File: config.mk
export PLATFORM = sky130hd
export DESIGN_NAME = cnn_stream_core
export DESIGN_NICKNAME = d
export VERILOG_FILES = /design/src/rtl/cnn_stream_core.sv
export SDC_FILE = /design/constraint.sdc
export NUM_CORES = 2
export LEC_CHECK = 0
export ABC_AREA = 1
export CELL_PAD_IN_SITES_DETAIL_PLACEMENT = 0
export CELL_PAD_IN_SITES_GLOBAL_PLACEMENT = 1
export CORE_ASPECT_RATIO = 0.7
export CORE_UTILIZATION = 30
export DETAILED_ROUTE_END_ITERATION = 10
export GPL_ROUTABILITY_DRIVEN = 0
export GPL_TIMING_DRIVEN = 1
export MAX_ROUTING_LAYER = met4
export PLACE_DENSITY_LB_ADDON = 0.1
export REMOVE_ABC_BUFFERS = 1
export SETUP_SLACK_MARGIN = 0.2
export SLEW_MARGIN = 20
export SYNTH_ARGS = -nofsm -noshare
export SYNTH_HDL_FRONTEND = slang
export SYNTH_SLANG_ARGS = --single-unit
export TNS_END_PERCENT = 5
File: constraint.sdc
create_clock -name clk_i -period 16.6 [get_ports clk_i]
set_input_delay 2.49 -clock clk_i [delete_from_list [all_inputs] [get_ports clk_i]]
set_output_delay 2.49 -clock clk_i [all_outputs]
set_load 0.02 [all_outputs]
File: src/rtl/cnn_stream_core.sv
`default_nettype none
// ============================================================================
// Module   : cnn_stream_core
// Brief    : Streaming 3x3 convolution, NUM_CH channels, requant/ReLU/saturate
//            with optional 2x2 stride-2 max-pool.
// Revision : 1.0 - initial release
// ============================================================================
module cnn_stream_core #(
  parameter int DATA_WIDTH = 8,
  parameter int MAX_W      = 28,
  parameter int NUM_CH     = 2,
  parameter int ACC_WIDTH  = 32,
  parameter int DIM_W      = $clog2(MAX_W + 1)
) (
  input  logic                                       clk_i,
  input  logic                                       rst_ni,
  input  logic [DIM_W-1:0]                           cfg_width_i,
  input  logic [15:0]                                cfg_height_i,
  input  logic [4:0]                                 cfg_shift_i,
  input  logic                                       cfg_relu_en_i,
  input  logic                                       cfg_pool_en_i,
  input  logic                                       start_i,
  output logic                                       busy_o,
  output logic                                       done_o,
  output logic                                       err_o,
  input  logic                                       wt_we_i,
  input  logic [((NUM_CH > 1) ? $clog2(NUM_CH) : 1)-1:0] wt_ch_i,
  input  logic [3:0]                                 wt_idx_i,
  input  logic [DATA_WIDTH-1:0]                      wt_data_i,
  input  logic                                       in_valid_i,
  output logic                                       in_ready_o,
  input  logic [DATA_WIDTH-1:0]                      in_data_i,
  output logic                                       out_valid_o,
  input  logic                                       out_ready_i,
  output logic [NUM_CH*DATA_WIDTH-1:0]               out_data_o,
  output logic                                       out_last_o
);

  localparam int c_lb_aw = $clog2(MAX_W);
  localparam int c_pb_aw = $clog2(MAX_W / 2);
  localparam int c_pb_n  = MAX_W / 2;

  localparam logic [1:0] c_st_idle  = 2'd0;
  localparam logic [1:0] c_st_run   = 2'd1;
  localparam logic [1:0] c_st_drain = 2'd2;
  localparam logic [1:0] c_st_done  = 2'd3;

  localparam logic signed [ACC_WIDTH-1:0] c_sat_max = ACC_WIDTH'((64'sd1 <<< (DATA_WIDTH - 1)) - 64'sd1);
  localparam logic signed [ACC_WIDTH-1:0] c_sat_min = ACC_WIDTH'(-(64'sd1 <<< (DATA_WIDTH - 1)));

  logic [1:0]                   r_state;
  logic [DIM_W-1:0]             r_width, r_col;
  logic [15:0]                  r_height, r_row;
  logic [4:0]                   r_shift;
  logic                         r_relu, r_pool, r_err;
  logic                         r_out_valid, r_out_last;
  logic [NUM_CH*DATA_WIDTH-1:0] r_out_data;
  logic [DATA_WIDTH-1:0]        r_wt  [NUM_CH][9];
  logic [DATA_WIDTH-1:0]        r_lb1 [MAX_W];
  logic [DATA_WIDTH-1:0]        r_lb2 [MAX_W];
  logic [DATA_WIDTH-1:0]        r_wa  [3];
  logic [DATA_WIDTH-1:0]        r_wb  [3];

  logic [DATA_WIDTH-1:0]        w_newcol [3];
  logic [DATA_WIDTH-1:0]        w_pix    [9];
  logic [NUM_CH*DATA_WIDTH-1:0] w_res_all;
  logic                         w_cfg_ok, w_accept, w_col_last, w_row_last, w_win_ok;
  logic                         w_in_pool, w_emit, w_last, w_pool_upd;
  logic [15:0]                  w_r, w_hlim;
  logic [DIM_W-1:0]             w_c, w_wlim;

  assign w_cfg_ok = (cfg_width_i >= DIM_W'(3)) && (cfg_width_i <= DIM_W'(MAX_W)) &&
                    (cfg_height_i >= 16'd3) &&
                    (!cfg_pool_en_i || ((cfg_width_i >= DIM_W'(4)) && (cfg_height_i >= 16'd4)));

  assign in_ready_o = (r_state == c_st_run) && (!r_out_valid || out_ready_i);
  assign w_accept   = in_valid_i && in_ready_o;
  assign w_col_last = (r_col == r_width - DIM_W'(1));
  assign w_row_last = (r_row == r_height - 16'd1);
  assign w_win_ok   = (r_row >= 16'd2) && (r_col >= DIM_W'(2));

  // Conv coordinate of the window completed by the pixel being accepted.
  assign w_r        = r_row - 16'd2;
  assign w_c        = r_col - DIM_W'(2);
  assign w_hlim     = (r_height - 16'd2) & ~16'd1;
  assign w_wlim     = (r_width - DIM_W'(2)) & ~DIM_W'(1);
  assign w_in_pool  = (w_r < w_hlim) && (w_c < w_wlim);
  assign w_emit     = w_win_ok && (!r_pool || (w_in_pool && w_c[0] && w_r[0]));
  assign w_last     = r_pool ? ((w_r == w_hlim - 16'd1) && (w_c == w_wlim - DIM_W'(1)))
                             : (w_row_last && w_col_last);
  assign w_pool_upd = w_accept && w_win_ok && r_pool && w_in_pool;

  always_comb begin
    w_newcol[0] = r_lb2[r_col[c_lb_aw-1:0]];
    w_newcol[1] = r_lb1[r_col[c_lb_aw-1:0]];
    w_newcol[2] = in_data_i;
    for (int rr = 0; rr < 3; rr++) begin
      w_pix[rr*3 + 0] = r_wa[rr];
      w_pix[rr*3 + 1] = r_wb[rr];
      w_pix[rr*3 + 2] = w_newcol[rr];
    end
  end

  always_ff @(posedge clk_i) begin
    if (w_accept) begin
      r_lb2[r_col[c_lb_aw-1:0]] <= r_lb1[r_col[c_lb_aw-1:0]];
      r_lb1[r_col[c_lb_aw-1:0]] <= in_data_i;
      for (int rr = 0; rr < 3; rr++) begin
        r_wa[rr] <= r_wb[rr];
        r_wb[rr] <= w_newcol[rr];
      end
    end
  end

  generate
    for (genvar g = 0; g < NUM_CH; g++) begin : g_ch
      logic signed [ACC_WIDTH-1:0]  w_acc, w_sh;
      logic signed [DATA_WIDTH-1:0] w_sat, w_hm, w_res;
      logic signed [DATA_WIDTH-1:0] r_hmax;
      logic signed [DATA_WIDTH-1:0] r_pbuf [c_pb_n];

      always_comb begin
        w_acc = '0;
        for (int t = 0; t < 9; t++) begin
          w_acc = w_acc + $signed({{(ACC_WIDTH-DATA_WIDTH){1'b0}}, w_pix[t]}) *
                          $signed({{(ACC_WIDTH-DATA_WIDTH){r_wt[g][t][DATA_WIDTH-1]}}, r_wt[g][t]});
        end
        w_sh = w_acc >>> r_shift;
        if (r_relu && (w_sh < 0)) w_sh = '0;
        if (w_sh > c_sat_max)      w_sat = c_sat_max[DATA_WIDTH-1:0];
        else if (w_sh < c_sat_min) w_sat = c_sat_min[DATA_WIDTH-1:0];
        else                       w_sat = w_sh[DATA_WIDTH-1:0];
        w_hm  = (r_pbuf[w_c[c_pb_aw:1]] > r_hmax) ? r_pbuf[w_c[c_pb_aw:1]] : r_hmax;
        w_res = r_pool ? ((w_hm > w_sat) ? w_hm : w_sat) : w_sat;
      end

      // Even columns park their value; odd columns fold it into the row-pair maximum.
      always_ff @(posedge clk_i) begin
        if (w_pool_upd) begin
          if (!w_c[0])      r_hmax <= w_sat;
          else if (!w_r[0]) r_pbuf[w_c[c_pb_aw:1]] <= (r_hmax > w_sat) ? r_hmax : w_sat;
        end
      end

      assign w_res_all[g*DATA_WIDTH +: DATA_WIDTH] = w_res;
    end
  endgenerate

  always_ff @(posedge clk_i or negedge rst_ni) begin
    if (!rst_ni) begin
      r_state     <= c_st_idle;
      r_width     <= '0;
      r_height    <= '0;
      r_col       <= '0;
      r_row       <= '0;
      r_shift     <= '0;
      r_relu      <= 1'b0;
      r_pool      <= 1'b0;
      r_err       <= 1'b0;
      r_out_valid <= 1'b0;
      r_out_last  <= 1'b0;
      r_out_data  <= '0;
      for (int ch = 0; ch < NUM_CH; ch++)
        for (int t = 0; t < 9; t++)
          r_wt[ch][t] <= '0;
    end else begin
      r_err <= 1'b0;
      if (wt_we_i && (r_state == c_st_idle) && (wt_idx_i <= 4'd8) && (32'(wt_ch_i) < NUM_CH))
        r_wt[wt_ch_i][wt_idx_i] <= wt_data_i;

      case (r_state)
        c_st_idle: begin
          if (start_i) begin
            if (w_cfg_ok) begin
              r_width  <= cfg_width_i;
              r_height <= cfg_height_i;
              r_shift  <= cfg_shift_i;
              r_relu   <= cfg_relu_en_i;
              r_pool   <= cfg_pool_en_i;
              r_col    <= '0;
              r_row    <= '0;
              r_state  <= c_st_run;
            end else begin
              r_err <= 1'b1;
            end
          end
        end
        c_st_run: begin
          if (w_accept) begin
            if (w_col_last) begin
              r_col <= '0;
              r_row <= r_row + 16'd1;
            end else begin
              r_col <= r_col + DIM_W'(1);
            end
            if (w_row_last && w_col_last) r_state <= c_st_drain;
          end
        end
        c_st_drain: begin
          if (!r_out_valid || out_ready_i) r_state <= c_st_done;
        end
        c_st_done: r_state <= c_st_idle;
        default:   r_state <= c_st_idle;
      endcase

      if (w_accept && w_emit) begin
        r_out_valid <= 1'b1;
        r_out_data  <= w_res_all;
        r_out_last  <= w_last;
      end else if (out_ready_i) begin
        r_out_valid <= 1'b0;
      end
    end
  end

  assign busy_o      = (r_state != c_st_idle);
  assign done_o      = (r_state == c_st_done);
  assign err_o       = r_err;
  assign out_valid_o = r_out_valid;
  assign out_data_o  = r_out_data;
  assign out_last_o  = r_out_last;

endmodule
`default_nettype wire

==> run_results.csv <==
group,metric,value,unit
die,initial_core_util,30.19,%
clock_tree,cts_resized,0,
worst_setup_path,crit_top_cell,"fa_1",
sta,rsz0062_at_grt,"false",
sta,setup_violations,0,
clock_tree,cts_sinks,950,
sta,fin_crit_sh,90.74,%
worst_setup_path,cp.required,17.02,ns
die,die_x,650.7,um
synthesis,synth_top_area_share,26.24,%
run_status,status,"complete, no violations",
routing,firstDrtPassIters,6,
clock_tree,cts_setup_buffers,0,
die,fp.dieH,456.1,um
worst_setup_path,crit_path_top_delay_cell,"o21ai_1",
global_route,grt_pass1_vias,66310,
worst_setup_path,critPathLaunchType,"flop",
global_route,grt_antenna_before_repair,29,
clock_tree,cts_tree,"built",
synthesis,yosysMostFrequentCell,"inv_1",
sta,min_period,15.06,ns
worst_setup_path,worstPathMaxFanout,82,
routing,drt_wl_total,335.8,mm
cells_and_area,layout.nets,11460,
global_route,overflow,0,
global_route,grt_start_max_net_pins,153,
worst_setup_path,end_kind,"flop",
cells_and_area,drive_gt1_share,4.633,%
run,cap_violations,0,
cells_and_area,area_growth,10.26,%
clock_tree,clk_pin_slew,0.06,ns
synthesis,yosysWarnings,0,
worst_setup_path,arrival,15.49,ns
synthesis,synth.largest_area_cell,"fa_1",
die,core_area,292600,um2
global_route,grtUsageTotal,23.47,%
die,rows,166,
cells_and_area,final-instance-count-excl-fill,13520,
clock_tree,clk_latency,0.79,ns
sta,maxSlewHeadroom,21.70,%
cells_and_area,n_fill_cell,30270,
sta,worst_slew_pin_slew,1.175,ns
synthesis,async_reset_ff_share,22.53,%
die,die_area,296700,um2
synthesis,syn_avg_cell_area,9.153,um2
worst_setup_path,path_class,"reg2reg",
routing,drc,0,
routing,antenna_left,0,
routing,wl_per_cell,24.85,um
sta,clock.fmax,0.06639,GHz
clock_tree,cts_buffers,109,
hold_path,worst_hold_path_type,"reg2reg",
clock_tree,htreeDepth,3,
worst_setup_path,crit_family,"adder cells",
clock_tree,cts_hold_buf,0,
worst_setup_path,cpPeakStageDelay,0.95,ns
sta,fin_skew,0.05794,ns
synthesis,ys_seq_area_share,31.07,%
sta,finalMaxSlewViolations,0,
synthesis,synth_top_cells_by_area,"fa_1 26%, edfxtp_1 25%, ha_1 9.8%, inv_1 9.3%, nand2_1 7.8%",
die,ios,77,
placed_design,placement.io_buffers,76,
routing,vias,64240,
synthesis,synth_edf_count,736,
global_route,grt_pass1_wl,490.3,mm
placed_design,dp_cells,13310,
synthesis,ys_types,65,
sta,finalHoldViolCount,0,
clock_tree,clockBufferDepth,3,
synthesis,netlist_area,88360,um2
placed_design,dp_hpwl,262.4,mm
synthesis,synthCells,9654,
synthesis,synth-seq-cells,950,
synthesis,ys.flop_type,"edfxtp_1",
routing,drtIter0Drc,5357,
routing,viasPerCell,4.752,
clock_tree,clk_root_buffer_cell,"clkbuf_16",
synthesis,synthTopCellsByCount,"2195 x inv_1, 1829 x nand2_1, 1158 x fa_1",
worst_setup_path,critPathBufInv,8,
[through the flow]
| step | cell area (um2) | setup slack (ns) | TNS [ns] | utilization, % | hold WS [ns] |
|---|---|---|---|---|---|
| 3_5_place_dp | 93700 | 1.442 | 0 | 32.02 | 0.4575 |
| 6_report | 97430 | 1.537 | 0 | 33.29 | 0.4844 |
| 2_1_floorplan | 86730 | -1.680 | -391.98 | - | 0.4746 |
| 5_1_grt | 97420 | 0.5482 | 0 | 33.29 | 0.4832 |
| 4_1_cts | 97400 | 1.423 | 0 | 33.28 | 0.4743 |
| 3_3_place_gp | 93690 | 1.432 | 0 | 32.01 | 0.4619 |
[registers in the layout, indices dropped and copies added (netlist names)]
name,flops
g_ch.r_pbuf,224
r_lb1,224
r_lb2,224
r_wt,144
r_wa,24
r_wb,24
g_ch.r_hmax,16
out_data_o,16
r_height,16
r_row,16
r_col,5
r_shift,5
r_width,5
r_state,2
err_o,1
out_last_o,1
out_valid_o,1
r_pool,1
r_relu,1
[cells in the final DEF (no fill, tap or decap), drive strengths merged, types with 7 or more instances in the layout]
cell type	count
a211oi	8
a21oi	131
a221oi	37
a22o	18
a31oi	10
buf	156
bufinv	13
clkbuf	139
clkdlybuf4s50	67
clkinv	49
clkinvlp	7
dfrtp	214
edfxtp	736
fa	1158
ha	690
inv	2205
nand2	1846
nand3	357
nand4	58
nor2	806
nor3	24
nor4	7
o211ai	7
o21ai	585
o21bai	8
o22ai	145
xnor2	27
xor2	75
[cell type report]
cell class / instances / area, um2 / area share [%]
multi-input combinational: 6062 / 51230 / 52.58
sequential: 950 / 27470 / 28.19
inverter: 2212 / 8315 / 8.535
tap: 3864 / 4835 / 4.962
clock buffer: 139 / 2920 / 2.997
timing repair buffer: 223 / 1864 / 1.913
clock inverter: 62 / 785.8 / 0.8065
antenna: 5 / 12.51 / 0.01284
[worst register-to-register path: cells and delay by family, from the launching register on]
| kind | cells | cell delay [ns] |
|---|---|---|
| AO/OA/AOI/OAI | 7 | 2.40 |
| flip-flops | 1 | 0.86 |
| buffers and inverters | 8 | 2.00 |
| adder cells (fa/ha/maj) | 12 | 5.73 |
| AND/OR/NAND/NOR | 24 | 3.74 |
[final timing paths]
| check | start | to | depth (start not counted) | slack [ns] |
|---|---|---|---|---|
| max reg2reg | r_col[0] | g_ch[0].r_pbuf[9][7] | 51 | 1.54 |
| max | r_col[0] | g_ch[0].r_pbuf[9][7] | 51 | 1.54 |
| min reg2reg | out_data_o[4] | out_data_o[4] | 2 | 0.48 |
| max in group asynchronous | rst_ni | r_shift[1] | 3 | 12.80 |
| min in group asynchronous | rst_ni | r_wt[130] | 1 | 1.59 |
| min | out_data_o[4] | out_data_o[4] | 2 | 0.48 |
[kinds of logic after synthesis]
logic type / Yosys count / share of synthesized area [%]
AND/OR/NAND/NOR: 3114 / 14.21
buffers and inverters: 2642 / 11.25
adder cells (fa/ha/maj): 1848 / 36.01
AO/OA/AOI/OAI: 993 / 6.395
flip-flops: 950 / 31.07
XOR/XNOR: 102 / 1.011
multiplexers: 5 / 0.05947
[metal layers]
| metal | global-route usage [%] | up-vias | wire length [um] |
|---|---|---|---|
| met1 | 35.57 | 32950 | 170800 |
| met2 | 34.37 | 1478 | 144500 |
| li1 | - | 29600 | - |
| met3 | 2.457 | 210 | 15750 |
| met4 | 3.321 | 0 | 4838 |
| met5 | - | - | 0 |
Power is not shown: default switching activity piles up to over one toggle a cycle in this logic, so the estimate is an artifact.
